## config.mk

```make
export PLATFORM = sky130hd
export DESIGN_NAME = sprite_anim_ctrl
export DESIGN_NICKNAME = d
export VERILOG_FILES = /design/src/rtl/sprite_pkg.sv /design/src/rtl/anim_frame_counter.sv /design/src/rtl/sprite_anim_ctrl.sv
export SDC_FILE = /design/constraint.sdc
export NUM_CORES = 1
export LEC_CHECK = 0
export CAP_MARGIN = 20
export CORE_ASPECT_RATIO = 1.1
export CORE_MARGIN = 1
export CORE_UTILIZATION = 49
export CTS_CLUSTER_SIZE = 8
export DETAILED_ROUTE_END_ITERATION = 10
export PLACE_DENSITY = 0.83
export SLEW_MARGIN = 10
export SYNTH_ARGS = -nofsm -noshare
export SYNTH_HDL_FRONTEND = slang
export SYNTH_HIERARCHICAL = 1
export SYNTH_SLANG_ARGS = --single-unit
```

## constraint.sdc

```tcl
create_clock -name Clk -period 2.5 [get_ports Clk]
set_input_delay 0.5 -clock Clk [delete_from_list [all_inputs] [get_ports Clk]]
set_output_delay 0.5 -clock Clk [all_outputs]
set_load 0.02 [all_outputs]
```

## src/rtl/sprite_pkg.sv

```systemverilog
// Shared sprite codes and animation state types for the player sprite path.
// Also imported by the sprite multiplexer.
package sprite_pkg;

  typedef enum logic [1:0] {
    IDLE,
    WALK,
    JUMP,
    ROLL
  } anim_state_t;

  typedef enum logic [1:0] {
    MODE_HOLD,
    MODE_WRAP,
    MODE_SAT
  } anim_mode_t;

  localparam logic [3:0] SEL_IDLE_R = 4'd0;
  localparam logic [3:0] SEL_IDLE_L = 4'd1;
  localparam logic [3:0] SEL_WALK_R = 4'd2;
  localparam logic [3:0] SEL_WALK_L = 4'd3;
  localparam logic [3:0] SEL_JUMP_R = 4'd4;
  localparam logic [3:0] SEL_JUMP_L = 4'd5;
  localparam logic [3:0] SEL_ROLL   = 4'd6;

  function automatic logic [3:0] sel_code(
    input anim_state_t s,
    input logic        left
  );
    logic [3:0] code;
    unique case (s)
      IDLE:    code = left ? SEL_IDLE_L : SEL_IDLE_R;
      WALK:    code = left ? SEL_WALK_L : SEL_WALK_R;
      JUMP:    code = left ? SEL_JUMP_L : SEL_JUMP_R;
      default: code = SEL_ROLL;
    endcase
    return code;
  endfunction

endpackage

```

## src/rtl/anim_frame_counter.sv

```systemverilog
// Step counter plus 2-bit animation frame index.
// Advances once every FRAMES_PER_STEP ticks; wraps, saturates or holds.
module anim_frame_counter
  import sprite_pkg::*;
#(
  parameter int unsigned FRAMES_PER_STEP = 6
) (
  input  logic       clk,
  input  logic       rst_n,
  input  logic       tick,
  input  logic       clear,
  input  anim_mode_t mode,
  output logic [1:0] anim_frame
);

  localparam int unsigned SW = $clog2(FRAMES_PER_STEP + 1);

  logic [SW-1:0] step_q, step_d;
  logic [1:0]    frame_q, frame_d;
  logic          wrap;

  always_comb begin
    step_d  = step_q;
    frame_d = frame_q;
    wrap    = (step_q == SW'(FRAMES_PER_STEP - 1));
    if (tick) begin
      if (clear) begin
        step_d  = '0;
        frame_d = '0;
      end else begin
        step_d = wrap ? '0 : step_q + 1'b1;
        if (wrap) begin
          unique case (mode)
            MODE_WRAP: frame_d = frame_q + 2'd1;
            MODE_SAT:  frame_d = (frame_q == 2'd3) ? 2'd3
                               : frame_q + 2'd1;
            default:   frame_d = 2'd0;
          endcase
        end
      end
    end
  end

  always_ff @(posedge clk or negedge rst_n) begin
    if (!rst_n) begin
      step_q  <= '0;
      frame_q <= '0;
    end else begin
      step_q  <= step_d;
      frame_q <= frame_d;
    end
  end

  assign anim_frame = frame_q;

endmodule

```

## src/rtl/sprite_anim_ctrl.sv

```systemverilog
// Player sprite select / animation frame controller, one update per frame.
// Optional roll move enabled by defining SPRITE_ANIM_ROLL_EN.
module sprite_anim_ctrl
  import sprite_pkg::*;
#(
  parameter int unsigned FRAMES_PER_STEP = 6,
  parameter int unsigned ROLL_FRAMES     = 24
) (
  input  logic       Clk,
  input  logic       Reset_n,
  input  logic       frame_tick,
  input  logic       key_left,
  input  logic       key_right,
  input  logic       key_jump,
  input  logic       key_roll,
  input  logic       on_ground,
  output logic [3:0] sel,
  output logic [1:0] anim_frame,
  output logic       jump_start
);

  anim_state_t state_q, state_d;
  anim_state_t key_state;
  anim_mode_t  mode;
  logic        left_q, left_d;
  logic        airborne_q, airborne_d;
  logic        jump_prev_q, jump_prev_d;
  logic [3:0]  sel_q, sel_d;
  logic        jump_start_q, jump_start_d;
  logic        jump_go, jump_edge, roll_go, anim_clear;

`ifdef SPRITE_ANIM_ROLL_EN
  logic [7:0] roll_cnt_q, roll_cnt_d;
  assign roll_go = key_roll & on_ground & ~key_jump;
`else
  logic unused_roll;
  assign roll_go     = 1'b0;
  assign unused_roll = key_roll & (ROLL_FRAMES > 0);
`endif

  assign jump_edge = key_jump & ~jump_prev_q;
  assign key_state = (key_left ^ key_right) ? WALK : IDLE;

  always_ff @(posedge Clk or negedge Reset_n) begin
    if (!Reset_n) begin
      state_q      <= IDLE;
      left_q       <= 1'b0;
      airborne_q   <= 1'b0;
      jump_prev_q  <= 1'b0;
      sel_q        <= SEL_IDLE_R;
      jump_start_q <= 1'b0;
    end else begin
      state_q      <= state_d;
      left_q       <= left_d;
      airborne_q   <= airborne_d;
      jump_prev_q  <= jump_prev_d;
      sel_q        <= sel_d;
      jump_start_q <= jump_start_d;
    end
  end

`ifdef SPRITE_ANIM_ROLL_EN
  always_ff @(posedge Clk or negedge Reset_n) begin
    if (!Reset_n) roll_cnt_q <= '0;
    else          roll_cnt_q <= roll_cnt_d;
  end
`endif

  always_comb begin
    state_d     = state_q;
    left_d      = left_q;
    airborne_d  = airborne_q;
    jump_prev_d = jump_prev_q;
    jump_go     = 1'b0;
`ifdef SPRITE_ANIM_ROLL_EN
    roll_cnt_d  = roll_cnt_q;
`endif
    if (frame_tick) begin
      jump_prev_d = key_jump;
      if (key_left & ~key_right)      left_d = 1'b1;
      else if (key_right & ~key_left) left_d = 1'b0;
      unique case (state_q)
        IDLE, WALK: begin
          if (jump_edge & on_ground) begin
            state_d    = JUMP;
            airborne_d = 1'b0;
            jump_go    = 1'b1;
          end else if (roll_go) begin
            state_d = ROLL;
`ifdef SPRITE_ANIM_ROLL_EN
            roll_cnt_d = '0;
`endif
          end else begin
            state_d = key_state;
          end
        end
        JUMP: begin
          if (!on_ground)      airborne_d = 1'b1;
          else if (airborne_q) state_d    = key_state;
        end
        default: begin
`ifdef SPRITE_ANIM_ROLL_EN
          if (roll_cnt_q == 8'(ROLL_FRAMES - 1)) begin
            state_d    = key_state;
            roll_cnt_d = '0;
          end else begin
            roll_cnt_d = roll_cnt_q + 8'd1;
          end
`else
          state_d = key_state;
`endif
        end
      endcase
    end
  end

  always_comb begin
    sel_d        = sel_code(state_d, left_d);
    jump_start_d = jump_go;
    anim_clear   = (state_d != state_q) | (left_d != left_q);
    unique case (state_q)
      IDLE:    mode = MODE_HOLD;
      JUMP:    mode = MODE_SAT;
      default: mode = MODE_WRAP;
    endcase
  end

  anim_frame_counter #(
    .FRAMES_PER_STEP(FRAMES_PER_STEP)
  ) u_frame_cnt (
    .clk       (Clk),
    .rst_n     (Reset_n),
    .tick      (frame_tick),
    .clear     (anim_clear),
    .mode      (mode),
    .anim_frame(anim_frame)
  );

  assign sel        = sel_q;
  assign jump_start = jump_start_q;

endmodule

```

**After elaboration in Yosys (flattened, before gate mapping)**

Cells that the tools add are included.

- Logic and storage cells: 64
- Bits in registers: 15

- Reduce and logical (&&, ||, !) cells: 7
- Add/subtract/negate cells: 2
- Eq/ne operators: 12
- Mux-type cells: 26
- Bitwise logic cells: 9

Operators by type and width:

| kind | number |
|---|---|
| $mux 2 | 7 |
| $mux 1 | 12 |
| $pmux 2 s2 | 3 |
| $pmux 3 s3 | 1 |
| $eq 2x2->1 const B | 4 |
| $eq 2x1->1 const B | 3 |
| $mux 3 | 2 |
| $and 1x1->1 | 4 |
| $logic_not 2->1 | 2 |
| $ne 2x2->1 const B | 2 |
| $reduce_and 4->1 | 1 |
| $reduce_bool 2->1 | 2 |
| $add 3x1->3 const B | 1 |
| $eq 3x3->1 const B | 1 |
| $not 1->1 | 3 |
| $add 2x1->2 const B | 1 |
| $ne 2x2->1 | 1 |
| $pmux 1 s2 | 1 |
| $reduce_and 2->1 | 1 |
| $reduce_or 2->1 | 1 |
| $ne 1x1->1 | 1 |
| $or 1x1->1 | 1 |
| $xor 1x1->1 | 1 |

**Logic depth before layout (Yosys ltp)**

- Word-level depth: 10
- Gate-level depth with buffers: 8
- Depth with buffers taken out: 8

**By module**

The synthesis kept the hierarchy.

By module, submodules not included:

| module | seq. area each (um^2) | cells an instance | area each (um^2) | instances |
|---|---|---|---|---|
| sprite_anim_ctrl | 200.2 | 44 | 429.2 | 1 |
| anim_frame_counter | 125.1 | 31 | 326.6 | 1 |

**Worst setup path after synthesis**

No wires, ideal clock.

- Path type: input to register
- Start: input port key_left
- End: register u_frame_cnt.frame_q[1] (netlist: u_frame_cnt/anim_frame[1])
- Setup time: 0.075 ns
- Arrival: 1.929 ns
- Buffers on the path: 0
- Stages on the path: 7
- Path slack: 0.496 ns
- Cell sequence: inv_1 -> ha_1 -> o21ai_0 -> o211a_1 -> a31oi_1 -> or4_4 -> o2bb2ai_2

- Longest elaborated chain between the ends: 10
- Elaborated cells between the ends (all ways): 19

Ends and longest elaborated chain:

| what | line | text |
|---|---|---|
| start: declaration | sprite_anim_ctrl.sv:12 | `input logic key_left,` |
| $xor 1x1->1 | sprite_anim_ctrl.sv:42 | `assign key_state = (key_left ^ key_right) ? WALK : IDLE;` |
| $mux 1 | sprite_anim_ctrl.sv:42 |  |
| $mux 2 | sprite_anim_ctrl.sv:99 | `else if (airborne_q) state_d = key_state;` |
| $mux 2 | sprite_anim_ctrl.sv:98 | `if (!on_ground) airborne_d = 1'b1;` |
| $pmux 2 s2 | sprite_anim_ctrl.sv:82 | `unique case (state_q)` |
| $mux 2 | sprite_anim_ctrl.sv:78 | `if (frame_tick) begin` |
| $ne 2x2->1 | sprite_anim_ctrl.sv:120 | `anim_clear = (state_d != state_q) \| (left_d != left_q);` |
| $or 1x1->1 * | sprite_anim_ctrl.sv:120 |  |
| net anim_clear | sprite_anim_ctrl.sv:30 | `logic jump_go, jump_edge, roll_go, anim_clear;` |
| $reduce_bool 2->1 (no line) | n/a |  |
| $reduce_and 2->1 (no line) | n/a |  |
| end signal: assignment | anim_frame_counter.sv:50 | `frame_q <= frame_d;` |
| end: declaration | anim_frame_counter.sv:19 | `logic [1:0] frame_q, frame_d;` |

The timed path passes the listed nets; every way through them passes the cells marked *.
A chain may end at the register's enable or synchronous reset.

**Worst setup path in the final report**

Ends and elaborated chain as after synthesis.

==> impl_metrics.env <==
export IMPL_wirelength_met1_um=584
export IMPL_crit_arrival_ns=2.64
export IMPL_ys_warn_count=6
export IMPL_avgSynthCellArea_um2=10.08
export IMPL_leakage_nw=0.4397
export IMPL_die_y_um=43.19
export IMPL_rows=14
export IMPL_syn_inst=75
export IMPL_grt_overflow=0
export IMPL_rsz0062_at_grt="no"
export IMPL_seq_area_frac_synth_pct=43.05
export IMPL_max_slew_margin_pct=60.90
export IMPL_totalWireLength_mm=1.387
export IMPL_portBuffers=12
export IMPL_synthDistinctLibCells=29
export IMPL_required_ns=2.71
export IMPL_syn2layout_area_growth_pct=22.68
export IMPL_post_drt_via_cell_ratio=5.542
export IMPL_num_vias=593
export IMPL_nets=106
export IMPL_hold_path_depth=1
export IMPL_finalCritPeriodShare_pct=97.21
export IMPL_cts_made_buffers=3
export IMPL_cts_htree_levels=1
export IMPL_path_clk_slew_ns=0.08
export IMPL_grt_use_total_pct=19.85
export IMPL_swShare_pct=34.42
export IMPL_critPathMaxFanout=5
export IMPL_initial_core_util_pct=53.93
export IMPL_power_internal_uw=414.8
export IMPL_pwr_share_seq_pct=48.3
export IMPL_drt_iter0_drc=8
export IMPL_hold_viol=0
export IMPL_fmax_ghz=0.4115
export IMPL_async_flop_share_pct=100.0
export IMPL_post_place_ws_ns=-0.2668
export IMPL_routabilityCongestion=0.8473
export IMPL_hpwl_mm=1.087
export IMPL_worstMarginPinSlew_ns=0.5846
export IMPL_grt_pass1_wl_mm=2.235
export IMPL_n_antenna_cell=0
export IMPL_endpoint_kind="flip-flop"
export IMPL_final_max_slew_viol_count=0
export IMPL_crit_path_cell_trace="clkdlybuf4s50_1 -> inv_1 -> ha_1 -> o21ai_1 -> o211a_1 -> a31oi_1 -> or4_4 -> o2bb2ai_2"
export IMPL_power_density_nw_per_um2=682.3
export IMPL_status="complete, no violations"
export IMPL_post_cts_buffers=0
export IMPL_cts_sinks=13
export IMPL_min_path_type="flip-flop to flip-flop"
export IMPL_grt_pass1_vias=564
export IMPL_ctsLongestPathBuffers=2
export IMPL_drive_gt1_share_pct=15.38
export IMPL_dr_pass1_iters=3
export IMPL_r2r_cells=5
export IMPL_finalWorstSetupSlack_ns=0.06964
export IMPL_slowest_stage="or4_4"
export IMPL_vdd_ir_drop_max_uv=397.3
export IMPL_mostFrequentLayoutCells="inv_1 (13), dfrtp_1 (13), clkdlybuf4s50_1 (12)"
export IMPL_crit_type="input pin to flip-flop"
export IMPL_top_layer="met4"
export IMPL_setup_viol=0
export IMPL_wl_per_cell_um=12.96
export IMPL_syn_nets=89
export IMPL_start_kind="input pin"
export IMPL_pwr_share_comb_pct=30.9
export IMPL_netlist_area_um2=755.7
export IMPL_ctsRootBufferMaster="clkbuf_4"
export IMPL_fp_dieArea_um2=1704
export IMPL_postRouteAntennaNets=0
export IMPL_drc=0
export IMPL_cts_tree="yes"
export IMPL_clk_insertion_delay_late_ns=0.28
export IMPL_core_um2=1401
export IMPL_p_sw_uw=217.8
export IMPL_final_fill_count=120
export IMPL_ys_flop_type="dfrtp_1"
export IMPL_finalSetupTns_ns=0
export IMPL_max_cap_violations=0
export IMPL_finalClockSkew_ns=0.003020
export IMPL_critical_path_max_stage_delay_ns=0.60
export IMPL_fin_util_pct=66.16
export IMPL_wl_met3_um=53
export IMPL_clockPowerShare_pct=20.8
export IMPL_ys_ff_latch=13
export IMPL_grt_max_degree=14
export IMPL_wl_met2_um=717
export IMPL_antenna_found_initial=0
export IMPL_synth_edf_count=0
export IMPL_period_minus_slack_ns=2.430
export IMPL_ios=15
export IMPL_die_w_um=39.45
==> per-stage QoR <==
| step | hold slack (ns) | power [mW] | instance area [um^2] | instances |
|---|---|---|---|---|
| 2_1_floorplan | 0.2044 | 0.4335 | 755.7 | 75 |
| 3_3_place_gp | 0.4748 | 0.4906 | 899.6 | 103 |
| 3_5_place_dp | 0.4885 | 0.5042 | 899.6 | 103 |
| 4_1_cts | 0.5006 | 0.6370 | 927.1 | 107 |
| 5_1_grt | 0.5190 | 0.6738 | 927.1 | 107 |
| 6_report | 0.5024 | 0.6326 | 927.1 | 107 |
==> synthesized netlist by cell type (all sizes together), types with 2 or more instances <==
| master | instances | area (um^2) |
|---|---|---|
| a22oi | 2 | 15.01 |
| mux2 | 2 | 22.52 |
| inv | 13 | 48.80 |
| nand2b | 2 | 12.51 |
| nand2 | 7 | 28.78 |
| a21oi | 3 | 15.01 |
| o2bb2ai | 2 | 30.03 |
| o41ai | 2 | 17.52 |
| o21ai | 5 | 25.02 |
| ha | 6 | 75.07 |
| dfrtp | 13 | 325.3 |
| buf | 2 | 15.01 |
==> critical path: cells and delay by family <==
kind	cells	cell delay (ns)
AO/OA/AOI/OAI	4	0.70
AND/OR/NAND/NOR	1	0.60
buffers and inverters	2	0.52
adder cells (fa/ha/maj)	1	0.32
==> kinds of logic after synthesis <==
kind of cell	count (synthesis)	synth area share (%)
buffers and inverters	16	8.940
DFF	13	43.05
muxes	2	2.980
and+or+nand+nor	15	11.42
adders and majority gates	6	9.934
AOI/OAI and AO/OA	22	23.18
other	1	0.4962
==> path summary, 6_finish.rpt <==
kind / start / endpoint / slack, ns
max: key_left / u_frame_cnt/anim_frame[1] / 0.07
min: u_frame_cnt/step_q[1] / u_frame_cnt/step_q[1] / 0.50
max reg2reg: state_q[1] / u_frame_cnt/anim_frame[1] / 0.56
min reg2reg: u_frame_cnt/step_q[1] / u_frame_cnt/step_q[1] / 0.50
max in group asynchronous: Reset_n / airborne_q / 1.54
min in group asynchronous: Reset_n / sel[1] / 0.59
==> power by group through the flow <==
stage                     Sequential (mW)  Combinational, mW  Clock (mW)
final                               0.306              0.195       0.132
after global placement              0.306              0.185           0
after CTS                           0.304              0.196       0.137
after detailed placement            0.308              0.196           0
after global routing                0.312              0.217       0.144
after floorplan                     0.308              0.126           0
==> cell type report <==
cell class                 count  area (um^2)  area share (%)
multi-input combinational     46        362.8           39.14
sequential                    13        325.3           35.09
timing repair buffer          15        142.6           15.38
inverter                      13        48.80           5.263
clock buffer                   3        22.52           2.429
tap                           16        20.02           2.159
clock inverter                 1        5.005          0.5398
==> flip-flops by register name, indices dropped and copies added, names as in the netlist <==
name	cells
state_q	1
u_frame_cnt/step_q	3
jump_start	1
sel	3
jump_prev_q	1
airborne_q	1
u_frame_cnt/anim_frame	2
left_q	1
==> metal layers <==
metal | global-route usage, % | up-vias
li1 | - | 290
met4 | 10.34 | 0
met2 | 33.44 | 13
met3 | 4.712 | 4
met5 | 0 | -
met1 | 21.92 | 286
==> repair_timing <==
| action | in CTS | in global routing |
|---|---|---|
| endpoints found under the setup margin | 0 | 2 |
| resized for setup | 0 | 1 |
| hold buffers | 0 | 0 |
Note: power is estimated with default switching activity, not from simulation.
